**src/rtl/frv_divider.sv**
```systemverilog
// frv_divider: iterative restoring divider for RISC-V DIV/DIVU/REM/REMU.
// Operands are latched on request and converted to magnitudes for signed
// ops. One quotient bit is produced per cycle for XLEN cycles. The sign
// correction is applied when the result register is loaded. Latency is fixed
// at 33 cycles from request to the ready pulse.
module frv_divider #(
  parameter int XLEN = 32,
  localparam int XL  = XLEN - 1
) (
  input  logic        g_clk,
  input  logic        g_resetn,
  input  logic        flush,
  input  logic        div_valid,
  input  logic        div_op_div,
  input  logic        div_op_divu,
  input  logic        div_op_rem,
  input  logic        div_op_remu,
  input  logic [XL:0] div_rs1,
  input  logic [XL:0] div_rs2,
  output logic        div_ready,
  output logic [XL:0] div_result
);

  localparam int CW = $clog2(XLEN);

  typedef enum logic [1:0] {
    ST_IDLE = 2'd0,
    ST_RUN  = 2'd1,
    ST_DONE = 2'd2
  } state_t;

  // Two's complement negation, mod 2^XLEN.
  function automatic logic [XL:0] neg_f(input logic [XL:0] x);
    return (~x) + {{XL{1'b0}}, 1'b1};
  endfunction

  state_t        state_r;
  state_t        state_next_s;
  logic [CW-1:0] count_r;
  logic [XL:0]   q_r;
  logic [XLEN:0] rem_r;
  logic [XL:0]   divisor_r;
  logic          op_div_r;
  logic          op_divu_r;
  logic          op_rem_r;
  logic          op_remu_r;
  logic          neg_q_r;
  logic          neg_r_r;
  logic          div0_r;
  logic [XL:0]   result_r;
  logic          ready_r;

  logic          signed_op_s;
  logic          rs1_neg_s;
  logic          rs2_neg_s;
  logic [XL:0]   rs1_mag_s;
  logic [XL:0]   rs2_mag_s;
  logic [XLEN:0] rem_shift_s;
  logic [XLEN:0] rem_sub_s;
  logic          take_s;
  logic [XLEN:0] rem_step_s;
  logic [XL:0]   q_step_s;
  logic          last_s;
  logic [XL:0]   result_s;

  // Operand conditioning: signed ops work on magnitudes.
  always_comb begin
    signed_op_s = div_op_div | div_op_rem;
    rs1_neg_s   = signed_op_s & div_rs1[XL];
    rs2_neg_s   = signed_op_s & div_rs2[XL];
    if (rs1_neg_s) begin
      rs1_mag_s = neg_f(div_rs1);
    end else begin
      rs1_mag_s = div_rs1;
    end
    if (rs2_neg_s) begin
      rs2_mag_s = neg_f(div_rs2);
    end else begin
      rs2_mag_s = div_rs2;
    end
  end

  // One restoring step: shift in the next dividend bit, subtract if it fits.
  // A set top remainder bit would already exceed any divisor, so it forces a take.
  always_comb begin
    rem_shift_s = {rem_r[XL:0], q_r[XL]};
    rem_sub_s   = rem_shift_s - {1'b0, divisor_r};
    take_s      = rem_r[XLEN] | (rem_shift_s >= {1'b0, divisor_r});
    if (take_s) begin
      rem_step_s = rem_sub_s;
    end else begin
      rem_step_s = rem_shift_s;
    end
    q_step_s = {q_r[XL-1:0], take_s};
    last_s   = (state_r == ST_RUN) && (count_r == CW'(XL));
  end

  // Final result selection and sign correction from the last step's values.
  // A zero divisor leaves the quotient all ones, which must not be negated.
  always_comb begin
    result_s = {XLEN{1'b0}};
    if (op_divu_r) begin
      result_s = q_step_s;
    end else if (op_remu_r) begin
      result_s = rem_step_s[XL:0];
    end else if (op_div_r) begin
      if (neg_q_r && !div0_r) begin
        result_s = neg_f(q_step_s);
      end else begin
        result_s = q_step_s;
      end
    end else if (op_rem_r) begin
      if (neg_r_r) begin
        result_s = neg_f(rem_step_s[XL:0]);
      end else begin
        result_s = rem_step_s[XL:0];
      end
    end else begin
      result_s = {XLEN{1'b0}};
    end
  end

  // Next-state logic; flush wins over a new request in every state.
  always_comb begin
    state_next_s = state_r;
    case (state_r)
      ST_IDLE: begin
        if (flush) begin
          state_next_s = ST_IDLE;
        end else if (div_valid) begin
          state_next_s = ST_RUN;
        end else begin
          state_next_s = ST_IDLE;
        end
      end
      ST_RUN: begin
        if (flush) begin
          state_next_s = ST_IDLE;
        end else if (last_s) begin
          state_next_s = ST_DONE;
        end else begin
          state_next_s = ST_RUN;
        end
      end
      ST_DONE: begin
        state_next_s = ST_IDLE;
      end
      default: begin
        state_next_s = ST_IDLE;
      end
    endcase
  end

  // State register.
  always_ff @(posedge g_clk or negedge g_resetn) begin
    if (!g_resetn) begin
      state_r <= ST_IDLE;
    end else begin
      state_r <= state_next_s;
    end
  end

  // Operand latch on request acceptance and iteration of the datapath in RUN.
  always_ff @(posedge g_clk or negedge g_resetn) begin
    if (!g_resetn) begin
      count_r   <= {CW{1'b0}};
      q_r       <= {XLEN{1'b0}};
      rem_r     <= {(XLEN+1){1'b0}};
      divisor_r <= {XLEN{1'b0}};
      op_div_r  <= 1'b0;
      op_divu_r <= 1'b0;
      op_rem_r  <= 1'b0;
      op_remu_r <= 1'b0;
      neg_q_r   <= 1'b0;
      neg_r_r   <= 1'b0;
      div0_r    <= 1'b0;
    end else begin
      case (state_r)
        ST_IDLE: begin
          if (div_valid && !flush) begin
            count_r   <= {CW{1'b0}};
            q_r       <= rs1_mag_s;
            rem_r     <= {(XLEN+1){1'b0}};
            divisor_r <= rs2_mag_s;
            op_div_r  <= div_op_div;
            op_divu_r <= div_op_divu;
            op_rem_r  <= div_op_rem;
            op_remu_r <= div_op_remu;
            neg_q_r   <= rs1_neg_s ^ rs2_neg_s;
            neg_r_r   <= rs1_neg_s;
            div0_r    <= (div_rs2 == {XLEN{1'b0}});
          end else begin
            count_r <= count_r;
          end
        end
        ST_RUN: begin
          count_r <= count_r + CW'(1);
          q_r     <= q_step_s;
          rem_r   <= rem_step_s;
        end
        default: begin
          count_r <= count_r;
        end
      endcase
    end
  end

  // Result loads on the final iteration (even when flushed); ready mirrors entry into DONE.
  always_ff @(posedge g_clk or negedge g_resetn) begin
    if (!g_resetn) begin
      result_r <= {XLEN{1'b0}};
      ready_r  <= 1'b0;
    end else begin
      if (last_s) begin
        result_r <= result_s;
      end else begin
        result_r <= result_r;
      end
      ready_r <= (state_next_s == ST_DONE);
    end
  end

  assign div_ready  = ready_r;
  assign div_result = result_r;

endmodule

```
**config.mk**
```make
export PLATFORM = sky130hd
export DESIGN_NAME = frv_divider
export DESIGN_NICKNAME = d
export VERILOG_FILES = /design/src/rtl/frv_divider.sv
export SDC_FILE = /design/constraint.sdc
export NUM_CORES = 1
export LEC_CHECK = 0
export CAP_MARGIN = 10
export CORE_ASPECT_RATIO = 1.5
export CORE_MARGIN = 2
export CORE_UTILIZATION = 54
export CTS_BUF_LIST = sky130_fd_sc_hd__clkbuf_16
export DETAILED_ROUTE_END_ITERATION = 10
export PLACE_DENSITY_LB_ADDON = 0.15
export SLEW_MARGIN = 20
export SYNTH_ARGS = -nofsm -noshare
export SYNTH_HDL_FRONTEND = slang
export SYNTH_SLANG_ARGS = --single-unit
```
**constraint.sdc**
```tcl
create_clock -name g_clk -period 5.1 [get_ports g_clk]
set_input_delay 1.53 -clock g_clk [delete_from_list [all_inputs] [get_ports g_clk]]
set_output_delay 1.53 -clock g_clk [all_outputs]
set_load 0.03 [all_outputs]
```
==> metrics.txt, run 1 <==
# TYPE chip_impl_metric gauge
chip_impl_metric{name="power_per_cell_area",unit="nW/um2"} 595
chip_impl_metric{name="die_area",unit="um2"} 23200
chip_impl_info{name="outcome",value="finished clean"} 1
chip_impl_metric{name="layout.nets",unit=""} 1741
chip_impl_metric{name="port-buffer-count",unit=""} 104
chip_impl_metric{name="core_area",unit="um2"} 21600
chip_impl_metric{name="antenna_cells",unit=""} 0
chip_impl_metric{name="postPlaceCellArea",unit="um2"} 13300
chip_impl_info{name="cts_tree",value="built"} 1
chip_impl_info{name="cp-start-kind",value="flip-flop"} 1
chip_impl_info{name="clk_root_buffer_cell",value="sky130_fd_sc_hd__clkbuf_16"} 1
chip_impl_metric{name="ioPinCount",unit=""} 105
chip_impl_metric{name="max_stage_delay",unit="ns"} 0.72
chip_impl_metric{name="grt_antenna_before_repair",unit=""} 0
chip_impl_metric{name="use_met2",unit=""} 0.571
chip_impl_metric{name="final-setup-viol-count",unit=""} 0
chip_impl_info{name="yosys_most_used_dff",value="sky130_fd_sc_hd__dfrtp_1"} 1
chip_impl_metric{name="power.ir.vdd_worst",unit="mV"} 0.355
chip_impl_metric{name="timing.max_slew.rel_slack",unit=""} 0.307
chip_impl_metric{name="drt_iter0_drc",unit=""} 883
chip_impl_metric{name="dp_hpwl",unit="um"} 27600
chip_impl_metric{name="non_filler_cell_area_final",unit="um2"} 14000
chip_impl_info{name="worstPathCellList",value="inv_1 > ha_1 > inv_1 > fa_1 > a211oi_2 > nor4_1 > or2_2 > o21ai_0 > a31oi_1 > or4b_1 > and2_1 > o31ai_1 > xor2_1 > a221oi_1 > buf_4 > o21ai_1"} 1
chip_impl_metric{name="synth.yosys.warnings",unit=""} 0
chip_impl_metric{name="cp.buffers_inverters",unit=""} 3
chip_impl_metric{name="insertion_delay",unit="ns"} 0.44
chip_impl_info{name="worst_setup_path_end_kind",value="flip-flop"} 1
chip_impl_info{name="rsz_0062_raised_after_global_routing",value="false"} 1
chip_impl_metric{name="synth-edff-count",unit=""} 0
chip_impl_info{name="synth_top_area_cells",value="sky130_fd_sc_hd__dfrtp_1 (30%), sky130_fd_sc_hd__o21ai_0 (6.3%), sky130_fd_sc_hd__nand2_1 (5.3%), sky130_fd_sc_hd__a21oi_1 (5.2%), sky130_fd_sc_hd__xnor2_1 (4.1%)"} 1
chip_impl_metric{name="via_count_of_the_first_global_routing_pass",unit=""} 11648
chip_impl_metric{name="fillers",unit=""} 1975
chip_impl_metric{name="hold_buffers",unit=""} 0
chip_impl_metric{name="slew_violations",unit=""} 0
chip_impl_metric{name="max-clock-path-buffers",unit=""} 2
chip_impl_metric{name="ys_ff_latch",unit=""} 144
chip_impl_metric{name="ys_types",unit=""} 86
chip_impl_metric{name="synthDominantCellAreaShare",unit=""} 0.304
chip_impl_metric{name="timing.clock.skew",unit="ns"} 0.00876
chip_impl_metric{name="first_pass_grt_wire_length",unit="um"} 59700
chip_impl_metric{name="area_growth_syn_to_layout",unit="%"} 18.4
chip_impl_info{name="post-synth-top-count-cell",value="sky130_fd_sc_hd__nand2_1"} 1
chip_impl_metric{name="drt_pass1_iterations",unit=""} 5
chip_impl_metric{name="clock_tree.htree_level_count",unit=""} 4
chip_impl_metric{name="setup_tns",unit="ns"} 0
chip_impl_metric{name="required_time_of_the_critical_path",unit="ns"} 5.40
chip_impl_metric{name="drtAntennaViolNets",unit=""} 0
chip_impl_info{name="synth.cells.most_frequent",value="sky130_fd_sc_hd__nand2_1 (167), sky130_fd_sc_hd__o21ai_0 (148), sky130_fd_sc_hd__dfrtp_1 (144)"} 1
chip_impl_metric{name="detail_route.vias_per_cell",unit=""} 6.30
chip_impl_metric{name="grtUsageMet1",unit=""} 0.393
chip_impl_metric{name="route.vias.total",unit=""} 12060
chip_impl_metric{name="place.gp.congestion",unit=""} 0.952
chip_impl_metric{name="initial_utilization",unit=""} 0.547
chip_impl_metric{name="grt_start_max_net_pins",unit=""} 105
chip_impl_info{name="hold_path_class",value="reg2reg"} 1
chip_impl_metric{name="post_synth_inst_count",unit=""} 1544
chip_impl_metric{name="global_route.overflow_total",unit=""} 0
chip_impl_metric{name="gr-usage-all-layers",unit=""} 0.320
chip_impl_info{name="worstSetupPathType",value="reg2reg"} 1
chip_impl_metric{name="drc",unit=""} 0
chip_impl_metric{name="tightestPinTransition",unit="ns"} 1.04
chip_impl_metric{name="fin_crit_share",unit=""} 0.960
chip_impl_metric{name="cts.clk_slew.worst_paths",unit="ns"} 0.06
chip_impl_metric{name="finalWorstPathRequiredPeriod",unit="ns"} 4.90
chip_impl_metric{name="final-hold-violation-count",unit=""} 0
chip_impl_info{name="synth_top_cell_by_area",value="sky130_fd_sc_hd__dfrtp_1"} 1
chip_impl_metric{name="post_route_cells_drive_above_1_share",unit=""} 0.0798
chip_impl_metric{name="ff_latch_area",unit="um2"} 3600
chip_impl_metric{name="met3_grt_util",unit=""} 0.0332
chip_impl_metric{name="cts_sinks",unit=""} 144
chip_impl_info{name="cpLargestDelayFamily",value="simple AND/OR/NAND/NOR gates"} 1
chip_impl_metric{name="die_width",unit="um"} 125
chip_impl_metric{name="timing.fmax",unit="GHz"} 0.204
chip_impl_metric{name="mappedNetlistArea",unit="um2"} 11800
chip_impl_metric{name="cts_buffers",unit=""} 17
chip_impl_metric{name="postSynth.asyncResetShare",unit=""} 1.00
chip_impl_metric{name="postSynthNetCount",unit=""} 1655
chip_impl_metric{name="synth_sequential_area_ratio",unit=""} 0.304
chip_impl_metric{name="max_cap_viol_count",unit=""} 0
chip_impl_info{name="cp_slowest_cell",value="sky130_fd_sc_hd__nor4_1"} 1
chip_impl_metric{name="detail_route.wirelength",unit="um"} 36900
chip_impl_metric{name="wl_per_cell",unit="um"} 19.3
chip_impl_metric{name="postSynthAreaPerCell",unit="um2"} 7.67
chip_impl_info{name="critical-path-top-cell-by-count",value="sky130_fd_sc_hd__inv_1"} 1
chip_impl_metric{name="std_cell_rows",unit=""} 66
chip_impl_metric{name="worst-endpoint-arrival",unit="ns"} 5.20
chip_impl_metric{name="critical_path.max_fanout",unit=""} 4
chip_impl_metric{name="multi_input_comb_area",unit="um2"} 7790
chip_impl_metric{name="leakage",unit="nW"} 5.85
chip_impl_info{name="grt-busiest-layer",value="met2"} 1
chip_impl_metric{name="chipHeight",unit="um"} 185
[metal layers]
metal  vias to the layer above  wire length (um)
met3                        96              2000
met4                         0              1330
met1                      5673             14900
li1                       5803                 -
met2                       488             18600
met5                         -                 0
[report_power, final]
| part | total (mW) | internal, mW | leakage [nW] | switching [mW] |
|---|---|---|---|---|
| Combinational | 5.38 | 2.11 | 3.80 | 3.27 |
| Sequential | 1.77 | 1.42 | 1.79 | 0.348 |
| Clock | 1.18 | 0.697 | 0.273 | 0.488 |
[worst register-to-register path, stage by stage (launching register included)]
cell                       delay, ns
sky130_fd_sc_hd__dfrtp_1        0.46
sky130_fd_sc_hd__inv_1          0.11
sky130_fd_sc_hd__ha_1           0.25
sky130_fd_sc_hd__inv_1          0.08
sky130_fd_sc_hd__fa_1           0.23
sky130_fd_sc_hd__a211oi_2       0.12
sky130_fd_sc_hd__nor4_1         0.72
sky130_fd_sc_hd__or2_2          0.24
sky130_fd_sc_hd__o21ai_0        0.11
sky130_fd_sc_hd__a31oi_1        0.49
sky130_fd_sc_hd__or4b_1         0.54
sky130_fd_sc_hd__and2_1         0.23
sky130_fd_sc_hd__o31ai_1        0.30
sky130_fd_sc_hd__xor2_1         0.15
sky130_fd_sc_hd__a221oi_1       0.48
sky130_fd_sc_hd__buf_4          0.20
sky130_fd_sc_hd__o21ai_1        0.06
[state kept, by name (all words and copies together) (netlist names), 2 cells and up]
signal      flops
divisor_r      32
state_r         2
div_result     32
q_r            32
count_r         5
rem_r          33
[final cells by class]
class / instances / area share
multi-input cells: 1237 / 0.556
repair buffers: 160 / 0.106
clock inverters: 13 / 0.00785
flip-flops and latches: 144 / 0.257
well taps: 272 / 0.0243
inverters: 70 / 0.0187
clock buffers: 17 / 0.0303
[kinds of logic after synthesis]
family | share of synthesized area
AND/OR/NAND/NOR | 0.215
AO/OA/AOI/OAI | 0.275
buffers and inverters | 0.0529
flip-flops | 0.304
XOR/XNOR | 0.0777
adder cells (fa/ha/maj) | 0.0418
multiplexers | 0.0330
[worst paths after layout]
path,start,to,slack (ns),cells past startpoint
max,q_r[31]$_DFFE_PN0P_,div_result[17]$_DFFE_PN0P_,0.20,16
min,div_result[12]$_DFFE_PN0P_,div_result[12]$_DFFE_PN0P_,0.48,2
max reg2reg,q_r[31]$_DFFE_PN0P_,div_result[17]$_DFFE_PN0P_,0.20,16
min reg2reg,div_result[12]$_DFFE_PN0P_,div_result[12]$_DFFE_PN0P_,0.48,2
max in group asynchronous,g_resetn,q_r[5]$_DFFE_PN0P_,3.13,2
min in group asynchronous,g_resetn,divisor_r[27]$_DFFE_PN0P_,1.20,1
[cells in the final DEF (no fill, tap or decap), types with 40 or more instances in the layout]
master,netlist,final
sky130_fd_sc_hd__nor3_1,40,40
sky130_fd_sc_hd__xnor2_1,56,56
sky130_fd_sc_hd__xor2_1,49,49
sky130_fd_sc_hd__clkdlybuf4s50_1,0,103
sky130_fd_sc_hd__buf_4,1,54
sky130_fd_sc_hd__nand2_1,167,166
sky130_fd_sc_hd__dfrtp_1,144,144
sky130_fd_sc_hd__a21oi_1,123,122
sky130_fd_sc_hd__inv_1,67,72
sky130_fd_sc_hd__o21ai_0,148,147
sky130_fd_sc_hd__nand3_1,53,53
sky130_fd_sc_hd__nor2_1,130,130
[metrics by stage]
stage	hold slack, ns	std cells	total power, mW	utilization	setup WS (ns)
2_1_floorplan	0.449	1544	5.33	-	0.0320
6_report	0.478	1913	8.34	0.648	0.205
5_1_grt	0.512	1913	8.93	0.648	0.0408
3_3_place_gp	0.465	1881	6.82	0.615	0.271
3_5_place_dp	0.471	1881	6.86	0.615	0.114
4_1_cts	0.484	1911	8.08	0.640	0.0892
[what timing repair did]
action / in CTS / in global routing
resized for setup: 0 / 27
setup buffers: 0 / 2
endpoints found under the setup margin: 0 / 10
No activity file was read; power rests on OpenSTA's default activity.
==> inputs of run 2 (changes only) <==
CORE_UTILIZATION = 56   (was 54)
CTS_CLUSTER_SIZE = 10   (was unset)
clock period = 6.1 ns   (was 5.1 ns; I/O delays follow)
==> metrics.txt, run 2 (same netlist as run 1, synthesis figures left out) <==
# TYPE chip_impl_metric gauge
chip_impl_info{name="mostFrequentLayoutCells",value="sky130_fd_sc_hd__nand2_1 (166), sky130_fd_sc_hd__o21ai_0 (148), sky130_fd_sc_hd__dfrtp_1 (144)"} 1
chip_impl_metric{name="gr-usage-all-layers",unit=""} 0.339
chip_impl_metric{name="post-cts-setup-buffer-count",unit=""} 0
chip_impl_metric{name="largest_register_ff_count",unit=""} 33
chip_impl_metric{name="place.gp.congestion",unit=""} 0.967
chip_impl_metric{name="std_cell_rows",unit=""} 65
chip_impl_info{name="min_delay_worst_endpoint",value="count_r[3]$_DFFE_PN0P_"} 1
chip_impl_metric{name="core_area",unit="um2"} 20900
chip_impl_metric{name="drc",unit=""} 0
chip_impl_metric{name="dp_hpwl",unit="um"} 27500
chip_impl_metric{name="route.vias.total",unit=""} 12072
chip_impl_info{name="hold_path_class",value="reg2reg"} 1
chip_impl_metric{name="post_cts.resized_instances",unit=""} 0
chip_impl_metric{name="hold_buffers",unit=""} 0
chip_impl_metric{name="first_pass_grt_wire_length",unit="um"} 59500
chip_impl_metric{name="p_int",unit="mW"} 3.40
chip_impl_metric{name="power_frac_clock",unit=""} 0.156
chip_impl_metric{name="chipHeight",unit="um"} 182
chip_impl_metric{name="max_cap_viol_count",unit=""} 0
chip_impl_metric{name="seq_power_share",unit=""} 0.220
chip_impl_metric{name="timing.fmax",unit="GHz"} 0.182
chip_impl_metric{name="area_growth_syn_to_layout",unit="%"} 15.2
chip_impl_metric{name="power.ir.vdd_worst",unit="mV"} 0.263
chip_impl_metric{name="timing.clock.skew",unit="ns"} 0.00676
chip_impl_metric{name="drt_pass1_iterations",unit=""} 6
chip_impl_metric{name="power_switching_share",unit=""} 0.497
chip_impl_metric{name="cts.clk_slew.worst_paths",unit="ns"} 0.06
chip_impl_metric{name="port-buffer-count",unit=""} 104
chip_impl_metric{name="cts_sinks",unit=""} 144
chip_impl_metric{name="combPwrFrac",unit=""} 0.623
chip_impl_info{name="worstSetupPathType",value="reg2reg"} 1
chip_impl_metric{name="die_width",unit="um"} 123
chip_impl_info{name="worstHoldStart",value="count_r[3]$_DFFE_PN0P_"} 1
chip_impl_metric{name="final-hold-violation-count",unit=""} 0
chip_impl_metric{name="global_route.overflow_total",unit=""} 0
chip_impl_info{name="clk_root_buffer_cell",value="sky130_fd_sc_hd__clkbuf_16"} 1
chip_impl_metric{name="die_area",unit="um2"} 22300
chip_impl_metric{name="insertion_delay",unit="ns"} 0.45
chip_impl_metric{name="grt_start_max_net_pins",unit=""} 82
chip_impl_metric{name="post_route_cells_drive_above_1_share",unit=""} 0.0546
chip_impl_metric{name="detail_route.wirelength",unit="um"} 37400
chip_impl_metric{name="detail_route.vias_per_cell",unit=""} 6.42
chip_impl_metric{name="switching_power",unit="mW"} 3.36
chip_impl_info{name="final_common_cell",value="sky130_fd_sc_hd__nand2_1"} 1
chip_impl_metric{name="final_util",unit=""} 0.653
chip_impl_metric{name="setup_tns",unit="ns"} 0
chip_impl_info{name="r2r_start",value="rem_r[27]$_DFFE_PN0P_"} 1
chip_impl_info{name="reg2reg_to",value="div_result[30]$_DFFE_PN0P_"} 1
chip_impl_metric{name="slew_violations",unit=""} 0
chip_impl_metric{name="max-clock-path-buffers",unit=""} 2
chip_impl_info{name="outcome",value="finished clean"} 1
chip_impl_metric{name="worst_r2r_path_depth",unit=""} 19
chip_impl_metric{name="via_count_of_the_first_global_routing_pass",unit=""} 11621
chip_impl_metric{name="ioPinCount",unit=""} 105
chip_impl_metric{name="wl_per_cell",unit="um"} 19.9
chip_impl_metric{name="fin_crit_share",unit=""} 0.899
chip_impl_metric{name="power_per_cell_area",unit="nW/um2"} 496
chip_impl_metric{name="critical_path.max_fanout",unit=""} 9
chip_impl_metric{name="finalWorstPathRequiredPeriod",unit="ns"} 5.48
chip_impl_info{name="rsz_0062_raised_after_global_routing",value="false"} 1
chip_impl_info{name="cp_slowest_cell",value="sky130_fd_sc_hd__a221oi_1"} 1
chip_impl_info{name="cts_tree",value="built"} 1
chip_impl_metric{name="drtAntennaViolNets",unit=""} 0
chip_impl_metric{name="cts_buffers",unit=""} 17
chip_impl_metric{name="grt_antenna_before_repair",unit=""} 0
chip_impl_metric{name="timing.max_slew.rel_slack",unit=""} 0.337
chip_impl_metric{name="max_stage_delay",unit="ns"} 0.61
chip_impl_metric{name="leakage",unit="nW"} 5.71
chip_impl_info{name="cp-start-kind",value="flip-flop"} 1
chip_impl_metric{name="drt_iter0_drc",unit=""} 955
chip_impl_metric{name="antenna_cells",unit=""} 0
chip_impl_info{name="largest-register",value="rem_r"} 1
chip_impl_metric{name="tightestPinTransition",unit="ns"} 0.995
chip_impl_metric{name="layout.nets",unit=""} 1712
chip_impl_metric{name="regToRegSetupSlack",unit="ns"} 0.62
chip_impl_metric{name="worst-endpoint-arrival",unit="ns"} 5.81
chip_impl_info{name="worst_setup_path_end_kind",value="flip-flop"} 1
chip_impl_metric{name="required_time_of_the_critical_path",unit="ns"} 6.43
chip_impl_info{name="cpLargestDelayFamily",value="compound AO/OA/AOI/OAI gates"} 1
chip_impl_metric{name="final-setup-viol-count",unit=""} 0
chip_impl_info{name="worstPathCellList",value="ha_1 > a21oi_1 > o21ai_1 > a221oi_1 > o211ai_2 > a21o_4 > inv_2 > mux2i_1 > ha_1 > inv_1 > nor4_1 > nand2_1 > a2111oi_0 > a41oi_1 > nor3_2 > nand3_1 > o41ai_1 > mux2i_1 > o21ai_1"} 1
chip_impl_metric{name="cp.buffers_inverters",unit=""} 2
chip_impl_metric{name="initial_utilization",unit=""} 0.566
chip_impl_metric{name="min_delay_path_depth",unit=""} 1
chip_impl_metric{name="clock_tree.htree_level_count",unit=""} 4
## run 2: changes by cell type in the layout (fill, tap and decap cells not counted), moves of 2 or more
cell,before,now
sky130_fd_sc_hd__ha_1,29,38
sky130_fd_sc_hd__inv_1,72,68
sky130_fd_sc_hd__clkinv_2,1,5
sky130_fd_sc_hd__ha_2,4,0
sky130_fd_sc_hd__a2111oi_4,2,0
sky130_fd_sc_hd__buf_12,2,0
sky130_fd_sc_hd__ha_4,5,0
sky130_fd_sc_hd__buf_4,54,27
## run 2: power groups by stage
stage | Combinational [mW] | Sequential, mW | Clock (mW)
detailed placement | 4.10 | 1.49 | 0
finish | 4.22 | 1.49 | 1.06
global route | 4.63 | 1.52 | 1.11
CTS | 4.14 | 1.48 | 1.07
global placement | 4.08 | 1.48 | 0
floorplan | 3.02 | 1.42 | 0
## run 2: final cells by class
cell class,instances,area (um2)
clock buffers,17,425
clock inverters,14,150
fillers,1876,7260
inverters,70,263
multi-input cells,1237,7620
flip-flops and latches,144,3600
well taps,268,335
repair buffers,131,1240
## run 2: worst reg2reg max path: cells and delay by family, from the launching register on
family,cells,cell delay [ns]
flops,1,0.40
fa+ha+maj,2,0.66
simple gates,4,1.05
compound gates,9,2.63
mux,2,0.49
buf+inv,2,0.14
## run 2: layer usage
metal	vias to the layer above	global-route usage	routed length (um)
li1	5751	-	-
met1	5691	0.413	15000
met2	511	0.572	18300
met3	119	0.0491	2120
met4	0	0.180	2010
met5	-	0	0
## run 2: metrics by stage
stage	total power [mW]	hold slack, ns	area (um2)	setup WS [ns]	instances
3_5_place_dp	5.59	0.474	13100	0.677	1850
6_report	6.77	0.486	13600	0.619	1881
2_1_floorplan	4.45	0.449	11800	0.796	1544
3_3_place_gp	5.56	0.466	13100	0.839	1850
4_1_cts	6.69	0.489	13600	0.665	1881
5_1_grt	7.26	0.507	13600	0.168	1881
## run 2: worst max path at each step
stage / startpoint / endpoint / depth (start not counted)
6_report: rem_r[27]$_DFFE_PN0P_ / div_result[30]$_DFFE_PN0P_ / 19
5_1_grt: rem_r[9]$_DFFE_PN0P_ / div_result[30]$_DFFE_PN0P_ / 19
4_1_cts: rem_r[27]$_DFFE_PN0P_ / div_result[30]$_DFFE_PN0P_ / 19
3_5_place_dp: rem_r[27]$_DFFE_PN0P_ / div_result[30]$_DFFE_PN0P_ / 19
3_3_place_gp: rem_r[27]$_DFFE_PN0P_ / div_result[30]$_DFFE_PN0P_ / 18
2_1_floorplan: rem_r[9]$_DFFE_PN0P_ / div_result[30]$_DFFE_PN0P_ / 20
